<file path="config.mk">
export PLATFORM = sky130hd
export DESIGN_NAME = if_fetch_stage
export DESIGN_NICKNAME = d
export VERILOG_FILES = /design/src/rtl/if_fetch_stage.sv
export SDC_FILE = /design/constraint.sdc
export NUM_CORES = 1
export LEC_CHECK = 0
export BUFFER_PORTS_ARGS = -buffer_cell sky130_fd_sc_hd__buf_2
export CORE_MARGIN = 2
export CORE_UTILIZATION = 56
export CTS_CLUSTER_DIAMETER = 100
export DETAILED_ROUTE_END_ITERATION = 10
export MAX_ROUTING_LAYER = met4
export PLACE_DENSITY = 0.87
export SLEW_MARGIN = 20
export SYNTH_ARGS = -nofsm -noshare
export SYNTH_HDL_FRONTEND = slang
export SYNTH_SLANG_ARGS = --single-unit
</file>
<file path="constraint.sdc">
create_clock -name clk -period 5 [get_ports clk]
set_input_delay 0 -clock clk [delete_from_list [all_inputs] [get_ports clk]]
set_output_delay 0 -clock clk [all_outputs]
set_load 0.005 [all_outputs]
</file>
<file path="src/rtl/if_fetch_stage.sv">
// Instruction-fetch stage: owns the PC, drives the ROM address and loads the IF/ID register.
// Resolves reset, exception, interrupt, branch, stall and jump with a fixed priority.
module if_fetch_stage #(
  parameter logic [31:0] RESET_VEC = 32'h8000_0000,
  parameter logic [31:0] IRQ_VEC   = 32'h8000_0004,
  parameter logic [31:0] EXC_VEC   = 32'h8000_0008
) (
  input  logic        clk,
  input  logic        reset,
  input  logic        stall,
  input  logic        branch_taken,
  input  logic [31:0] branch_target,
  input  logic        jump,
  input  logic [31:0] jump_target,
  input  logic        irq,
  input  logic        exception,
  output logic [31:0] inst_addr,
  input  logic [31:0] inst_data,
  output logic [31:0] ifid_inst,
  output logic [31:0] ifid_pc_plus4,
  output logic        ifid_valid,
  output logic        irq_ack,
  output logic [31:0] epc,
  output logic        exc_ack
);

  localparam int unsigned W = 32;

  // Sequential increment keeps the supervisor bit; low 31 bits wrap.
  function automatic logic [W-1:0] pc_inc(input logic [W-1:0] a);
    return {a[W-1], a[W-2:0] + 31'd4};
  endfunction

  logic [W-1:0] pc;
  logic [W-1:0] pc_nxt;
  logic [W-1:0] inst_nxt;
  logic [W-1:0] pc4_nxt;
  logic         valid_nxt;
  logic         irq_ack_nxt;
  logic         exc_ack_nxt;
  logic [W-1:0] epc_nxt;
  logic [W-1:0] ret_addr;
  logic         flush;

  assign inst_addr = pc;

  // Next-PC selection and IF/ID update, highest priority first.
  always_comb begin
    pc_nxt      = pc;
    inst_nxt    = ifid_inst;
    pc4_nxt     = ifid_pc_plus4;
    valid_nxt   = ifid_valid;
    irq_ack_nxt = 1'b0;
    exc_ack_nxt = 1'b0;
    epc_nxt     = epc;
    flush       = 1'b0;

    // Address the interrupted stream would have fetched next.
    if (branch_taken)        ret_addr = branch_target;
    else if (jump && !stall) ret_addr = jump_target;
    else                     ret_addr = pc;

    if (exception) begin
      pc_nxt      = EXC_VEC;
      flush       = 1'b1;
      exc_ack_nxt = 1'b1;
      epc_nxt     = pc;
    end else if (irq && !pc[W-1]) begin
      pc_nxt      = IRQ_VEC;
      flush       = 1'b1;
      irq_ack_nxt = 1'b1;
      epc_nxt     = pc_inc(ret_addr);
    end else if (branch_taken) begin
      pc_nxt = branch_target;
      flush  = 1'b1;
    end else if (stall) begin
      pc_nxt = pc;
    end else if (jump) begin
      pc_nxt = jump_target;
      flush  = 1'b1;
    end else begin
      pc_nxt    = pc_inc(pc);
      inst_nxt  = inst_data;
      pc4_nxt   = pc_inc(pc);
      valid_nxt = 1'b1;
    end

    if (flush) begin
      inst_nxt  = '0;
      pc4_nxt   = '0;
      valid_nxt = 1'b0;
    end
  end

  always_ff @(posedge clk) begin
    if (reset) begin
      pc            <= RESET_VEC;
      ifid_inst     <= '0;
      ifid_pc_plus4 <= '0;
      ifid_valid    <= 1'b0;
      irq_ack       <= 1'b0;
      exc_ack       <= 1'b0;
      epc           <= '0;
    end else begin
      pc            <= pc_nxt;
      ifid_inst     <= inst_nxt;
      ifid_pc_plus4 <= pc4_nxt;
      ifid_valid    <= valid_nxt;
      irq_ack       <= irq_ack_nxt;
      exc_ack       <= exc_ack_nxt;
      epc           <= epc_nxt;
    end
  end

endmodule

</file>
==> flow_metrics.tcl <==
set metrics [dict create \
    grtUsageTotal_pct 35.8 \
    syn_area_per_cell_um2 7.65 \
    setup_viol 0 \
    yosysSeqAreaShare_pct 35.9 \
    worst-path-max-fanout 57 \
    place_congestion 0.973 \
    coreArea_mm2 0.0127 \
    utilization_pct 74.3 \
    top_usage_layer "met2" \
    worstSetupPathType "in2reg" \
    leakage_nw 3.84 \
    fp-row-count 41 \
    die_w_um 118 \
    skew_ns 0.00897 \
    layout.cells.non_filler 1357 \
    power_frac_seq_pct 38.9 \
    dr.pass1.iters 6 \
    ys_warn_count 0 \
    drtIter0Drc 998 \
    power_frac_clock_pct 47.2 \
    reg2reg_from "inst_addr[31]" \
    antenna_found_initial 0 \
    synthCells 956 \
    crit_buf_inv 1 \
    hold_class "in2reg" \
    grt.met3_usage_pct 7.43 \
    io_buffers 233 \
    outcome "complete, no violations" \
    report.final.slew_viol_count 0 \
    grtUsageMet1_pct 47.7 \
    max-vdd-ir-drop_v 0.000226 \
    syn-num-nets 1061 \
    end_kind "register" \
    post_cts_buffers 0 \
    async_flop_share_pct 0 \
    fmax_ghz 0.327 \
    nFillCells 988 \
    overflow 0 \
    clk_path_buf_depth 2 \
    via_per_inst 5.96 \
    crit_chain "buf_2 > nand2b_2 > a311oi_2 > nand4_2 > nor4_4 > nand4_1 > xor2_1 > o22ai_2" \
    grt_pass1_wl_um 38900 \
    drv_cap 0 \
    required_ns 5.28 \
    syn_to_final_growth_pct 28.7 \
    worstHoldStart "jump_target[1]" \
    p_int_mw 2.11 \
    syn_area_mm2 0.00731 \
    finalNetCount 1277 \
    clkSinkCount 131 \
    antenna_cells 0 \
    worst_pin_slew_ns 1.03 \
    fin_crit_ns 3.06 \
    ios 234 \
    synth_enable_flop_cells 0 \
    tritoncts "done" \
    numCtsBuffers 17 \
    tns_ns 0 \
    crit_path_start_kind "input pin" \
    p_comb_share_pct 13.9 \
    dp_hpwl_um 16900 \
    final_common_cell "buf_2" \
    ctsRootBufferMaster "clkbuf_16" \
    powerDensity_mw_per_mm2 304 \
    critical-path-top-delay-family "simple AND/OR/NAND/NOR gates" \
    drc_errors 0 \
    use_met2_pct 54.6 \
    crit_arrival_ns 3.34 \
    p_switching_uw 753 \
    rsz0062_at_grt "false" \
    h-tree-depth 4 \
    crit_start "jump" \
    ant_nets 0 \
    final_cell_mix "buf_2 (233), nand2_1 (156), dfxtp_1 (131)" \
    power_mw 2.86 \
    synth_seq_cells 131 \
    slowest_stage "nand2b_2" \
    relSlewSlack_pct 31.1 \
    multi_input_area_mm2 0.00425 \
    die_area_mm2 0.0140 \
    switching_share_pct 26.3 \
    hold_viol_final 0 \
    die_h_um 118 \
    grt_max_degree 71 \
    start_util_pct 57.7 \
    clk_pin_slew_ns 0.06 \
    insertion_delay_ns 0.42 \
    grt_pass1_vias 7275 \
    wirelength_um 25100 \
    vias 8089 \
    synth.distinct_cells 69 \
    synth-main-ff-cell "dfxtp_1" \
    dp_cells 1285 \
    fin_crit_sh_pct 61.2 \
    wl_per_cell_um 18.5 \
    drive_gt1_share_pct 26.9 \
    seqCellArea_mm2 0.00262 \
    critPathMaxStageDelay_ns 0.70 \
]
==> per-layer routing <==
| layer | up-vias | part of all wire, % |
|---|---|---|
| met5 | - | 0 |
| met4 | 0 | 2.7 |
| met3 | 60 | 12 |
| met2 | 559 | 45 |
| met1 | 3693 | 40 |
| li1 | 3777 | - |
==> stage by stage <==
| stage | setup WS [ns] | hold slack [ns] | cell area [um2] |
|---|---|---|---|
| global route | 1.82 | 0.0303 | 9410 |
| CTS | 1.91 | 0.00798 | 9410 |
| floorplan | 2.80 | 0.136 | 7310 |
| detailed placement | 1.66 | 0.244 | 8370 |
| finish | 1.94 | 0.0174 | 9410 |
| global placement | 1.77 | 0.240 | 8370 |
==> sequential cells by signal, indices dropped and copies added (netlist names), named ones only <==
register and cells:
exc_ack 1, ifid_pc_plus4 32, inst_addr 30, epc 32, ifid_inst 32, ifid_valid 1
irq_ack 1
==> what timing repair did <==
| item | CTS | global route |
|---|---|---|
| gates resized for setup | 0 | 0 |
| endpoints found under the hold margin | 39 | 0 |
| hold buffers | 40 | 0 |
==> cells in the mapped netlist, types with 2 or more instances <==
cell,number,area share [%]
nor4_1,2,0.17
inv_1,12,0.62
o22ai_1,21,1.8
and2_1,2,0.17
or2_2,2,0.17
clkbuf_1,51,2.6
nor2b_1,26,2.2
nand2b_1,6,0.51
ha_1,2,0.34
a211o_1,2,0.24
nor4b_1,22,2.6
o21ai_0,26,1.8
buf_1,7,0.36
mux2i_1,4,0.55
a31oi_1,2,0.17
xnor2_1,24,2.9
nor4_4,2,0.58
a21oi_1,114,7.8
buf_6,7,1.1
a211oi_2,7,1.2
and3_1,5,0.43
nand3_1,24,1.6
xor2_1,29,3.5
nand2_1,157,8.1
o32ai_1,2,0.24
nor3_1,12,0.82
nor4_2,3,0.51
nand3_2,2,0.27
o221a_2,9,1.4
a22oi_1,11,1.1
nor2_1,121,6.2
nand4_1,14,1.2
a22o_1,5,0.60
nor3_4,2,0.44
buf_2,13,0.89
o21ai_1,6,0.41
dfxtp_1,131,36
buf_4,5,0.51
a311oi_2,3,0.62
and4_1,3,0.36
a211oi_1,30,3.1
==> final timing paths <==
kind	endpoint	slack [ns]	cells past startpoint
max	epc[26]	1.94	8
min	register	0.02	5
max reg2reg	ifid_pc_plus4[10]	2.19	7
min reg2reg	ifid_inst[23]	0.45	2
==> logic make-up after synthesis <==
| group | share of synthesized area (%) |
|---|---|
| AO/OA/AOI/OAI | 22.7 |
| multiplexers | 0.701 |
| adder cells (fa/ha/maj) | 0.342 |
| AND/OR/NAND/NOR | 27.6 |
| buffers and inverters | 6.40 |
| XOR/XNOR | 6.35 |
| flip-flops | 35.9 |
==> final cells by class <==
type                    count  share of cell area [%]
well taps                 172                    2.29
clock buffers              20                    4.96
multi-input cells         727                    45.1
flip-flops and latches    131                    27.9
repair buffers            282                    17.4
clock inverters            12                    1.89
inverters                  13                   0.518
==> power groups by stage <==
| stage | Combinational [mW] | Clock [mW] | Sequential [mW] |
|---|---|---|---|
| 6_report | 0.398 | 1.35 | 1.11 |
| 2_1_floorplan | 0.249 | 0 | 1.11 |
| 5_1_grt | 0.428 | 1.41 | 1.11 |
| 3_3_place_gp | 0.352 | 0 | 1.13 |
| 3_5_place_dp | 0.357 | 0 | 1.13 |
| 4_1_cts | 0.384 | 1.36 | 1.11 |
==> worst min-delay path: stages <==
cell and delay [ns]:
buf_2 0.09, nand2_1 0.05, a21oi_1 0.11, a21oi_1 0.06, nor2_1 0.09
No activity file was read; power rests on OpenSTA's default activity.
